[config.mk]
export PLATFORM = sky130hd
export DESIGN_NAME = spi_slave
export DESIGN_NICKNAME = d
export VERILOG_FILES = /design/src/rtl/spi_pkg.sv /design/src/rtl/spi_sync_edge.sv /design/src/rtl/spi_slave.sv
export SDC_FILE = /design/constraint.sdc
export NUM_CORES = 1
export LEC_CHECK = 0
export BUFFER_PORTS_ARGS = -buffer_cell sky130_fd_sc_hd__buf_2
export CORE_MARGIN = 5
export CORE_UTILIZATION = 60
export DETAILED_ROUTE_END_ITERATION = 8
export PLACE_DENSITY = 0.84
export SYNTH_ARGS = -nofsm -noshare
export SYNTH_HDL_FRONTEND = slang
export SYNTH_SLANG_ARGS = --single-unit
[constraint.sdc]
create_clock -name clk -period 4.4 [get_ports clk]
set_input_delay 0.88 -clock clk [delete_from_list [all_inputs] [get_ports clk]]
set_output_delay 0.88 -clock clk [all_outputs]
set_load 0.01 [all_outputs]
[src/rtl/spi_pkg.sv]
// Shared SPI definitions: frame width and state encodings for the 16-bit master and slave.
package spi_pkg;

  localparam int unsigned SPI_FRAME_BITS = 16;

  typedef enum logic [1:0] {
    WAIT_HI,
    IDLE,
    SHIFT
  } spi_slv_state_t;

  typedef enum logic [1:0] {
    M_IDLE,
    M_FRONT,
    M_XFER,
    M_BACK
  } spi_mst_state_t;

endpackage

[src/rtl/spi_sync_edge.sv]
// N-stage synchronizer for an asynchronous input, with rise/fall detection on the synced level.
module spi_sync_edge #(
  parameter int unsigned STAGES  = 2,
  parameter logic        RST_VAL = 1'b1
) (
  input  logic clk_i,
  input  logic rst_i,
  input  logic d_i,
  output logic sync_o,
  output logic rise_o,
  output logic fall_o
);

  logic [STAGES-1:0] sync_q;
  logic              prev_q;

  always_ff @(posedge clk_i) begin
    if (rst_i) begin
      sync_q <= {STAGES{RST_VAL}};
      prev_q <= RST_VAL;
    end else begin
      sync_q <= {sync_q[STAGES-2:0], d_i};
      prev_q <= sync_q[STAGES-1];
    end
  end

  assign sync_o = sync_q[STAGES-1];
  assign rise_o = sync_q[STAGES-1] & ~prev_q;
  assign fall_o = ~sync_q[STAGES-1] & prev_q;

endmodule

[src/rtl/spi_slave.sv]
// Mode-0 SPI slave: oversampled SCLK/SS_n/MOSI, receives a command and returns tx_data in the same frame.
// Optional: define SPI_SLAVE_MISO_TRISTATE_EN to float MISO outside SHIFT and during reset.
module spi_slave
  import spi_pkg::*;
#(
  parameter int unsigned SYNC_STAGES = 2,
  parameter int unsigned FRAME_BITS  = SPI_FRAME_BITS
) (
  input  logic                  clk,
  input  logic                  rst,
  input  logic                  SS_n,
  input  logic                  SCLK,
  input  logic                  MOSI,
  output logic                  MISO,
  input  logic [FRAME_BITS-1:0] tx_data,
  output logic [FRAME_BITS-1:0] rx_data,
  output logic                  rx_rdy,
  output logic                  frame_err,
  output logic                  busy
);

  localparam int unsigned CW = $clog2(FRAME_BITS + 2);
  localparam int unsigned SW = $clog2(SYNC_STAGES + 1);
  localparam logic [CW-1:0] CNT_LAST = CW'(FRAME_BITS - 1);
  localparam logic [CW-1:0] CNT_FULL = CW'(FRAME_BITS);
  localparam logic [CW-1:0] CNT_SAT  = CW'(FRAME_BITS + 1);
  localparam logic [SW-1:0] SETTLE_MAX = SW'(SYNC_STAGES);

  logic ss_sync, ss_rise, ss_fall;
  logic sclk_sync_unused, sclk_rise, sclk_fall;
  logic [SYNC_STAGES-1:0] mosi_sync_q;
  logic mosi_sync;

  spi_sync_edge #(.STAGES(SYNC_STAGES), .RST_VAL(1'b1)) u_ss_sync (
    .clk_i  (clk),
    .rst_i  (rst),
    .d_i    (SS_n),
    .sync_o (ss_sync),
    .rise_o (ss_rise),
    .fall_o (ss_fall)
  );

  spi_sync_edge #(.STAGES(SYNC_STAGES), .RST_VAL(1'b1)) u_sclk_sync (
    .clk_i  (clk),
    .rst_i  (rst),
    .d_i    (SCLK),
    .sync_o (sclk_sync_unused),
    .rise_o (sclk_rise),
    .fall_o (sclk_fall)
  );

  always_ff @(posedge clk) begin
    if (rst) mosi_sync_q <= '0;
    else     mosi_sync_q <= {mosi_sync_q[SYNC_STAGES-2:0], MOSI};
  end
  assign mosi_sync = mosi_sync_q[SYNC_STAGES-1];

  spi_slv_state_t        state_q, state_d;
  logic [FRAME_BITS-1:0] shreg_q, shreg_d;
  logic [FRAME_BITS-1:0] rx_data_q, rx_data_d;
  logic [CW-1:0]         cnt_q, cnt_d;
  logic [SW-1:0]         settle_q, settle_d;
  logic                  mosi_smpl_q, mosi_smpl_d;
  logic                  rx_rdy_q, rx_rdy_d;
  logic                  frame_err_q, frame_err_d;

  always_ff @(posedge clk) begin
    if (rst) begin
      state_q     <= WAIT_HI;
      shreg_q     <= '0;
      rx_data_q   <= '0;
      cnt_q       <= '0;
      settle_q    <= '0;
      mosi_smpl_q <= 1'b0;
      rx_rdy_q    <= 1'b0;
      frame_err_q <= 1'b0;
    end else begin
      state_q     <= state_d;
      shreg_q     <= shreg_d;
      rx_data_q   <= rx_data_d;
      cnt_q       <= cnt_d;
      settle_q    <= settle_d;
      mosi_smpl_q <= mosi_smpl_d;
      rx_rdy_q    <= rx_rdy_d;
      frame_err_q <= frame_err_d;
    end
  end

  always_comb begin
    state_d     = state_q;
    shreg_d     = shreg_q;
    rx_data_d   = rx_data_q;
    cnt_d       = cnt_q;
    settle_d    = settle_q;
    mosi_smpl_d = mosi_smpl_q;
    rx_rdy_d    = 1'b0;
    frame_err_d = 1'b0;
    unique case (state_q)
      WAIT_HI: begin
        // Synchronizers come out of reset preset high; trust ss_sync only once real samples reach it.
        if (settle_q != SETTLE_MAX) settle_d = settle_q + 1'b1;
        else if (ss_sync)           state_d  = IDLE;
      end
      IDLE: begin
        if (ss_fall) begin
          shreg_d = tx_data;
          cnt_d   = '0;
          state_d = SHIFT;
        end
      end
      SHIFT: begin
        if (ss_rise) begin
          if (cnt_q == CNT_FULL) begin
            rx_data_d = {shreg_q[FRAME_BITS-2:0], mosi_smpl_q};
            rx_rdy_d  = 1'b1;
          end else begin
            frame_err_d = 1'b1;
          end
          state_d = IDLE;
        end else if (sclk_rise) begin
          mosi_smpl_d = mosi_sync;
          if (cnt_q != CNT_SAT) cnt_d = cnt_q + 1'b1;
        end else if (sclk_fall && cnt_q != '0 && cnt_q <= CNT_LAST) begin
          shreg_d = {shreg_q[FRAME_BITS-2:0], mosi_smpl_q};
        end
      end
      default: state_d = WAIT_HI;
    endcase
  end

  assign rx_data   = rx_data_q;
  assign rx_rdy    = rx_rdy_q;
  assign frame_err = frame_err_q;
  assign busy      = (state_q == SHIFT);

`ifdef SPI_SLAVE_MISO_TRISTATE_EN
  assign MISO = (state_q == SHIFT && !rst) ? shreg_q[FRAME_BITS-1] : 1'bz;
`else
  assign MISO = (state_q == SHIFT) ? shreg_q[FRAME_BITS-1] : 1'b0;
`endif

endmodule

## Word level (Yosys, flattened, before mapping)

Cells that the tools add are included.

- Add/sub/neg operators: 2
- Magnitude comparators: 1
- Equal/unequal tests: 14
- Multiplexer cells: 18
- Bitwise gates (word level): 10
- Reduce and logical (&&, ||, !) cells: 12

Operator list:

| kind | count |
|---|---|
| $mux 16 | 4 |
| $pmux 16 s2 | 1 |
| $mux 5 | 4 |
| $ne 2x1->1 const B | 5 |
| $ne 2x2->1 const B | 5 |
| $pmux 5 s2 | 1 |
| $reduce_and 5->1 | 2 |
| $mux 2 | 4 |
| $not 1->1 | 6 |
| $pmux 2 s3 | 1 |
| $reduce_and 3->1 | 2 |
| $add 5x1->5 const B | 1 |
| $eq 5x5->1 const B | 1 |
| $le 5x4->1 const B | 1 |
| $ne 5x5->1 const B | 1 |
| $reduce_bool 5->1 | 1 |
| $and 1x1->1 | 4 |
| $reduce_and 4->1 | 1 |
| $mux 1 | 3 |
| $reduce_or 3->1 | 1 |
| $add 2x1->2 const B | 1 |
| $eq 2x1->1 const B | 1 |
| $eq 2x2->1 const B | 1 |
| $logic_and 1x1->1 | 2 |
| other kinds (3) | 3 |

- Bits in registers: 52
- Bits of input ports: 21
- Output and inout bits: 20

## Depth between registers and ports, before layout

Gate-level depths: netlist (run 1).

- Word-level depth: 8
- Gate-level depth with buffers: 9
- Mapped depth without buffers: 7

## Cells and area by module

A second synthesis (run 1) with hierarchy kept.

- Cell total of the unflattened synthesis: 219
- Area, all modules: 2,083.2 um^2

Modules (own cells, without submodules):

| module | times used | cells each | area an instance (um^2) |
|---|---|---|---|
| spi_slave | 1 | 203 | 1,898.1 |
| spi_sync_edge | 2 | 8 | 92.6 |

## Worst setup path after synthesis (run 1)

No wires, ideal clock.

- Path type: flip-flop to output port
- From: reg state_q[0]
- To: out busy
- Arrival time: 995 ps
- Setup slack: 2,525 ps
- Stages on the path, launching flop included: 5
- Buffers on the path: 2
- Cell sequence: dfxtp_1 nand2b_1 clkinv_1 buf_2 buf_2

- Word-level cells in the longest chain between the ends: 1

RTL lines:

| item | line | RTL |
|---|---|---|
| start: declaration | spi_slave.sv:58 | `spi_slv_state_t state_q, state_d;` |
| start signal: assignment | spi_slave.sv:78 | `state_q <= state_d;` |
| $eq 2x2->1 | spi_slave.sv:134 | `assign busy = (state_q == SHIFT);` |
| end: declaration | spi_slave.sv:19 | `output logic busy` |

No other way between the ends.

## Worst setup path in the final report (run 1)

- From: reg state_q[1]
- To: out busy

The elaborated chain is that of the path after synthesis.

==> results by group, run 1 <==
Run status
  – Status: finished clean

Synthesis
  – Netlist Area Pre-Place: 0.00246 mm²
  – Post-synth cell types: 42
  – Top cells by count, synth: dfxtp_1, nor2_1, a31oi_1, a22oi_1
  – Share of the synthesized area in the top cell type: a little over two fifths
  – Synthesized instance count: 264
  – Main combinational cell family by area after synthesis: compound AO/OA/AOI/OAI gates
  – Top-count cell post-synth: dfxtp_1
  – Register area share after synthesis: 42.3%
  – Mux contribution to synthesized area: 6.51%
  – EDFF count, synth: 0
  – Seq cells post-synth: between 50 and 60
  – Adder-cell share of the synthesized area: 2.54%
  – Ys flop type: dfxtp_1
  – FFs w/ async S/R, synth: 0%
  – Avg Cell Area, Syn: 9.32 µm²
  – Mapped Nets: 290
  – Area leader, netlist: dfxtp_1
  – Compound-Gate Fraction of Synth Area: 24.0%
  – Xor/xnor share of the synthesized area: 0.356%
  – Simple-Gate Fraction of Synth Area: 18.9%
  – Top area cells in the synthesized netlist: dfxtp_1, mux2i_1, a22o_1
  – Yosys warns: 0

STA
  – Endpoints failing setup: 0
  – Fin crit period: 2790 ps
  – Pins Over Slew Limit: 0
  – Final hold vios: 0
  – Skew final: 8.32 ps
  – Fmax: 358 MHz
  – Max-slew headroom: 23.1%
  – Actual slew at the worst max-slew pin: between 1000 and 1500 ps
  – Tcrit/Tclk final: 63.5%
  – Total negative setup slack: 0 ps
  – RSZ-0062 raised after global routing: no
  – Slack of the critical path: around 1600 ps

Run
  – Max-cap check violation count: 0

Power
  – Pwr/cell area: 335 mW/mm²
  – Lkg Pwr: 1.12 nW
  – Peak supply drop: about 230 µV

Clock network
  – Sink Count: 52
  – CTS Buffer Depth: 2
  – Postcts setup bufs: 0
  – Hold-fix buffers at CTS: 0
  – Number of H-tree levels: 2
  – TritonCTS buffer count: 5
  – TritonCTS clock tree: yes
  – Clock Latency Late Sink: 310 ps
  – Cts repair resizes: 0
  – CTS clk-pin slew, worst paths: around 90 ps
  – Clock Tree Root: clkbuf_8

Global route
  – All-Layer GR Usage: 21.7%
  – Vias in the first global route: ~2,000
  – First-pass GRT wire length: 9.33 mm
  – Grt ovf: 0
  – Pin count of the biggest net entering global routing: 53
  – Initial antenna violation count: 0

Floorplan
  – Starting density of the core: 61.5%
  – Core Area: 0.00400 mm²
  – Horiz. Die Dim: 74.0 µm
  – I/O Pins: roughly 40
  – Die Area: 0.00548 mm²
  – Die height: 74.0 µm
  – Placement Rows: 23

Route
  – Number of detailed-route iterations in the first pass: 4
  – WL final: 5.54 mm
  – Drt drc: 0
  – Post-route ant nets: 0
  – Vias per inst: 6.24
  – Iteration-0 DRC Markers: 209
  – Routed WL per cell: 16.2 µm
  – Via count: 2,128

Critical path
  – WS Path Type: flip-flop to output pin
  – Worst-path cell chain: nand2b_1 -> clkinv_1 -> buf_4 -> buf_2
  – Critical Path AT: 1910 ps
  – Critical Path Sink Type: output pin
  – Worst R2R Setup Slack: 1890 ps
  – CP Launch Type: flip-flop
  – Top delay family on crit path: flip-flops
  – Crit-path slowest cell: dfxtp_1
  – Critical Path RT: 3520 ps
  – CP Max Fanout: 22
  – Critical Path Max Stage Delay: 830 ps
  – CP Buf/Inv Count: 3

Layout
  – Register area: 0.00104 mm²
  – Layout cell share with drive strength beyond 1: between 15 and 20%
  – Fillers: ~340
  – Diode count: 0
  – Multi-input gate area: 0.00129 mm²
  – Area Overhead vs Synth: 11.1%
  – Nets@finish: between 300 and 400
  – Fin util: 68.3%

Placement
  – Port Buf Inserts: 40
  – Dpl ws: 1960 ps
  – DP Wirelength: 3.62 mm
  – GPL Wtd Cong: 0.844

Hold path
  – Hold WC Path Type: flip-flop to flip-flop
final cells by class:
class                      count  share of cell area [%]
clock inverter                 2                    1.28
clock buffer                   6                    2.66
sequential                    52                    38.1
multi-input combinational    184                    47.1
timing repair buffer          42                    7.88
inverter                       5                   0.687
tap                           50                    2.29
final timing paths:
kind	start	to	depth (start not counted)
setup / recovery	state_q[1]	busy	4
hold / removal	u_sclk_sync.sync_q[0]	u_sclk_sync.sync_q[1]	1
setup reg to reg	state_q[1]	cnt_q[3]	4
hold reg to reg	u_sclk_sync.sync_q[0]	u_sclk_sync.sync_q[1]	1
power by group:
| part | total [W] | switching, W | internal, W |
|---|---|---|---|
| Sequential | 0.000513 | 0.0000264 | 0.000487 |
| Clock | 0.000321 | 0.000152 | 0.000169 |
| Combinational | 0.0000808 | 0.0000418 | 0.0000391 |
| Total | 0.000914 | 0.000220 | 0.000695 |
stage by stage:
step,hold WS (ps),cell area [µm²],total power [W],instances
2_1_floorplan,389,2460,0.000581,264
3_3_place_gp,396,2630,0.000602,333
3_5_place_dp,398,2630,0.000603,333
4_1_cts,419,2730,0.000919,341
5_1_grt,440,2730,0.000949,341
6_report,416,2730,0.000914,341
routing by layer:
layer | vias to the layer above | GRT usage (%) | routed length (µm)
met5 | - | 0 | 0
met4 | 0 | 7.44 | 87
met3 | 9 | 4.59 | 413
met2 | 66 | 33.6 | 2570
met1 | 997 | 30.0 | 2470
li1 | 1056 | - | -
layout by cell type, fill, tap and decap left out, types with 4 or more instances in the layout:
cell / n
a21oi_1: 7
a22o_1: 16
a22oi_1: 17
a31oi_1: 18
buf_2: 40
clkbuf_8: 5
dfxtp_1: 52
ha_1: 5
inv_1: 4
mux2i_1: 16
nand2_1: 6
nand2b_1: 4
nand3_1: 5
nand4_1: 16
nor2_1: 23
nor2b_1: 4
o211ai_1: 15
or2_2: 6
registers in the layout (all words and copies together) (netlist names):
| signal | cells |
|---|---|
| rx_data | 16 |
| shreg_q | 16 |
| cnt_q | 5 |
| mosi_sync_q | 2 |
| settle_q | 2 |
| state_q | 2 |
| u_sclk_sync.sync_q | 2 |
| u_ss_sync.sync_q | 2 |
| frame_err | 1 |
| mosi_smpl_q | 1 |
| rx_rdy | 1 |
| u_sclk_sync.prev_q | 1 |
| u_ss_sync.prev_q | 1 |
cells by family (layout without fill, tap and decap cells):
kind of cell    after synthesis  in the layout
compound gates               82             82
xor+xnor                      1              1
fa+ha+maj                     5              5
buf+inv                      28             55
flops                        52             52
mux                          16             16
simple gates                 80             80
(Power assumes the default switching activity.)
==> inputs of run 2 (changes only) <==
--- a/config.mk
+++ b/config.mk
@@ -5,11 +5,12 @@
 export SDC_FILE = /design/constraint.sdc
 export NUM_CORES = 1
 export LEC_CHECK = 0
+export ABC_AREA = 1
 export BUFFER_PORTS_ARGS = -buffer_cell sky130_fd_sc_hd__buf_2
 export CORE_MARGIN = 5
-export CORE_UTILIZATION = 60
+export CORE_UTILIZATION = 55
 export DETAILED_ROUTE_END_ITERATION = 8
-export PLACE_DENSITY = 0.84
+export PLACE_DENSITY = 0.79
 export SYNTH_ARGS = -nofsm -noshare
 export SYNTH_HDL_FRONTEND = slang
 export SYNTH_SLANG_ARGS = --single-unit
==> constraint.sdc (replaced) <==
create_clock -name clk -period 2.86 [get_ports clk]
set_input_delay 0.572 -clock clk [delete_from_list [all_inputs] [get_ports clk]]
set_output_delay 0.572 -clock clk [all_outputs]
set_load 0.01 [all_outputs]
==> results by group, run 2 <==
Run status
  – Status: finished clean

Route
  – Iteration-0 DRC Markers: 133 (-36%)
  – WL final: 4.96 mm (-10%)
  – Vias per inst: 4.93 (-21%)
  – Via count: 2,100 (-1.3%)
  – Number of detailed-route iterations in the first pass: 4 (unchanged)
  – Drt drc: 0 (unchanged)
  – Routed WL per cell: 11.7 µm (-28%)
  – Post-route ant nets: 0 (unchanged)

Clock network
  – Postcts setup bufs: 0 (unchanged)
  – CTS clk-pin slew, worst paths: 80 ps (about the same)
  – Hold-fix buffers at CTS: 0 (unchanged)
  – Sink Count: 52 (unchanged)
  – Clock Tree Root: clkbuf_8
  – TritonCTS clock tree: yes
  – Number of H-tree levels: 2 (unchanged)
  – Cts repair resizes: 0 (unchanged)
  – CTS Buffer Depth: 2 (unchanged)
  – Clock Latency Late Sink: 300 ps (about the same)
  – TritonCTS buffer count: 5 (unchanged)

Synthesis
  – Top-count cell post-synth: nand2_1
  – Ys flop type: dfxtp_1
  – Avg Cell Area, Syn: 6.89 µm² (-26%)
  – Share of the synthesized area in the top cell type: 44.1% (+1.7 points)
  – Netlist Area Pre-Place: 0.00236 mm² (-4.0%)
  – Mapped Nets: 369 (+27%)
  – Top area cells in the synthesized netlist: dfxtp_1, nand2_1, nor2_1
  – Synthesized instance count: 343 (+30%)
  – Area leader, netlist: dfxtp_1
  – EDFF count, synth: 0 (unchanged)
  – Post-synth cell types: 22 (-48%)
  – Top cells by count, synth: nand2_1, nor2_1, dfxtp_1, inv_1, a21oi_1
  – Register area share after synthesis: 44.1% (+1.7 points)
  – Yosys warns: 0 (unchanged)
  – Seq cells post-synth: 52 (unchanged)
  – FFs w/ async S/R, synth: 0% (unchanged)

STA
  – Skew final: 8.15 ps (-0.173 ps)
  – Actual slew at the worst max-slew pin: 566 ps (-583 ps)
  – RSZ-0062 raised after global routing: no
  – Max-slew headroom: 62.3% (+39 points)
  – Fmax: 477 MHz
  – Final hold vios: 0 (unchanged)
  – Pins Over Slew Limit: 0 (unchanged)
  – Slack of the critical path: 764 ps (-842 ps)
  – Endpoints failing setup: 0 (unchanged)
  – Tcrit/Tclk final: 73.3%
  – Total negative setup slack: 0 ps (unchanged)
  – Fin crit period: 2100 ps

Hold path
  – Hold Crit Depth: 1 (unchanged)
  – Hold WC Path Type: flip-flop to flip-flop
  – Min-Delay Startpoint: u_ss_sync.sync_q[0]
  – Hold EP: u_ss_sync.sync_q[1]

Layout
  – Area Overhead vs Synth: 11.7%
  – Most frequent cells in the layout: nand2_1, nor2_1, dfxtp_1, buf_2, inv_1
  – Nets@finish: 402 (+27%)
  – Commonest non-fill, non-tap cell in the layout: nand2_1
  – Layout cell share with drive strength beyond 1: 17.3% (-2.6 points)
  – Fillers: 387 (+16%)
  – Diode count: 0 (unchanged)

Critical path
  – CP Launch Type: flip-flop
  – Critical Path Sink Type: output pin
  – WS Path Type: flip-flop to output pin
  – Worst R2R Setup Slack: 980 ps (-910 ps)
  – Reg2Reg Launch Point: state_q[1]
  – Critical R2R Capture: rx_data[5]
  – Critical Path AT: 1520 ps (-390 ps)
  – Critical Path RT: 2290 ps (-1230 ps)
  – Reg2Reg Depth: 7 (+3)
  – CP Max Fanout: 22 (unchanged)

Placement
  – DP Wirelength: 3.36 mm (-7.1%)
  – Port Buf Inserts: 40 (unchanged)
  – Dpl ws: 1010 ps (-953 ps)
  – GPL Wtd Cong: 0.812 (-3.7%)

Floorplan
  – Horiz. Die Dim: 75.5 µm (+2.0%)
  – Placement Rows: 23 (unchanged)
  – Die height: 75.5 µm (+2.0%)
  – Die Area: 0.00571 mm² (+4.1%)
  – Starting density of the core: 57.8% (-3.7 points)
  – I/O Pins: 41 (unchanged)
  – Core Area: 0.00409 mm² (+2.2%)

Power
  – Pwr/cell area: 871 mW/mm² (+160%)
  – Peak supply drop: 477 µV (+110%)
  – Lkg Pwr: 1.39 nW (+24%)

Global route
  – Vias in the first global route: 1,930 (-3.6%)
  – Pin count of the biggest net entering global routing: 33 (-38%)
  – Initial antenna violation count: 0 (unchanged)
  – First-pass GRT wire length: 8.49 mm (-9.0%)
  – Grt ovf: 0 (unchanged)
  – All-Layer GR Usage: 19.0% (-2.6 points)

Run
  – Max-cap check violation count: 0 (unchanged)
==> run 2: cell types whose count changed after synthesis, sizes merged, moves of 6 or more <==
cell | before | now
a22o | 16 | 0
a22oi | 18 | 0
nand4 | 16 | 1
inv | 4 | 41
mux2i | 16 | 0
nand2 | 6 | 82
o211ai | 15 | 0
clkbuf | 11 | 5
o21ai | 4 | 27
a31oi | 18 | 0
nor2 | 23 | 65
nand3 | 5 | 21
a21oi | 7 | 26
==> run 2: cell families (layout without fill, tap and decap cells) <==
family	Yosys count	count (layout)	share of synthesized area, %
flip-flops	52	52	44.1
AO/OA/AOI/OAI	53	53	11.4
buffers and inverters	58	91	11.0
AND/OR/NAND/NOR	175	175	30.9
adder cells (fa/ha/maj)	5	5	2.65
==> run 2: power breakdown <==
| group | internal [W] | switching (W) | total (W) |
|---|---|---|---|
| Clock | 0.000216 | 0.000223 | 0.000439 |
| Sequential | 0.000897 | 0.000152 | 0.00105 |
| Combinational | 0.000297 | 0.000513 | 0.000810 |
| Total | 0.00141 | 0.000888 | 0.00230 |
==> run 2: worst max-delay path by stage <==
| stage | from | to | cells past startpoint |
|---|---|---|---|
| final | state_q[1] | MISO | 5 |
| after global routing | state_q[1] | MISO | 5 |
| after CTS | state_q[1] | MISO | 5 |
| after detailed placement | rst | state_q[0] | 5 |
| after global placement | rst | mosi_smpl_q | 5 |
| after floorplan | cnt_q[0] | shreg_q[6] | 12 |
==> run 2: stage by stage <==
stage / total power (W) / hold slack, ps / util [%] / area [µm²] / std cells
after detailed placement: 0.00187 / 398 / 62.2 / 2540 / 419
after floorplan: 0.00175 / 388 / - / 2360 / 343
final: 0.00230 / 416 / 64.6 / 2640 / 426
after global placement: 0.00184 / 393 / 62.2 / 2540 / 419
after CTS: 0.00230 / 418 / 64.6 / 2640 / 426
after global routing: 0.00248 / 429 / 64.6 / 2640 / 426
==> run 2: per-layer routing <==
metal  wire length, µm  GRT usage (%)
met1              2480           25.5
met2              2190           31.6
met3               252           4.09
met4                36           4.27
met5                 0              0
==> run 2: critical path, stage by stage (launching register included) <==
cell     delay, ps
dfxtp_1        350
inv_1           90
nor2_4         270
inv_2          250
nor2_1         130
buf_2          140
==> run 2: cell type report <==
cell class | instances | area (µm²) | area share [%]
multi-input cells | 233 | 1060 | 40.3
flip-flops and latches | 52 | 1040 | 39.5
repair buffers | 43 | 223 | 8.44
inverters | 41 | 154 | 5.83
clock buffers | 7 | 96.3 | 3.65
well taps | 50 | 62.6 | 2.37
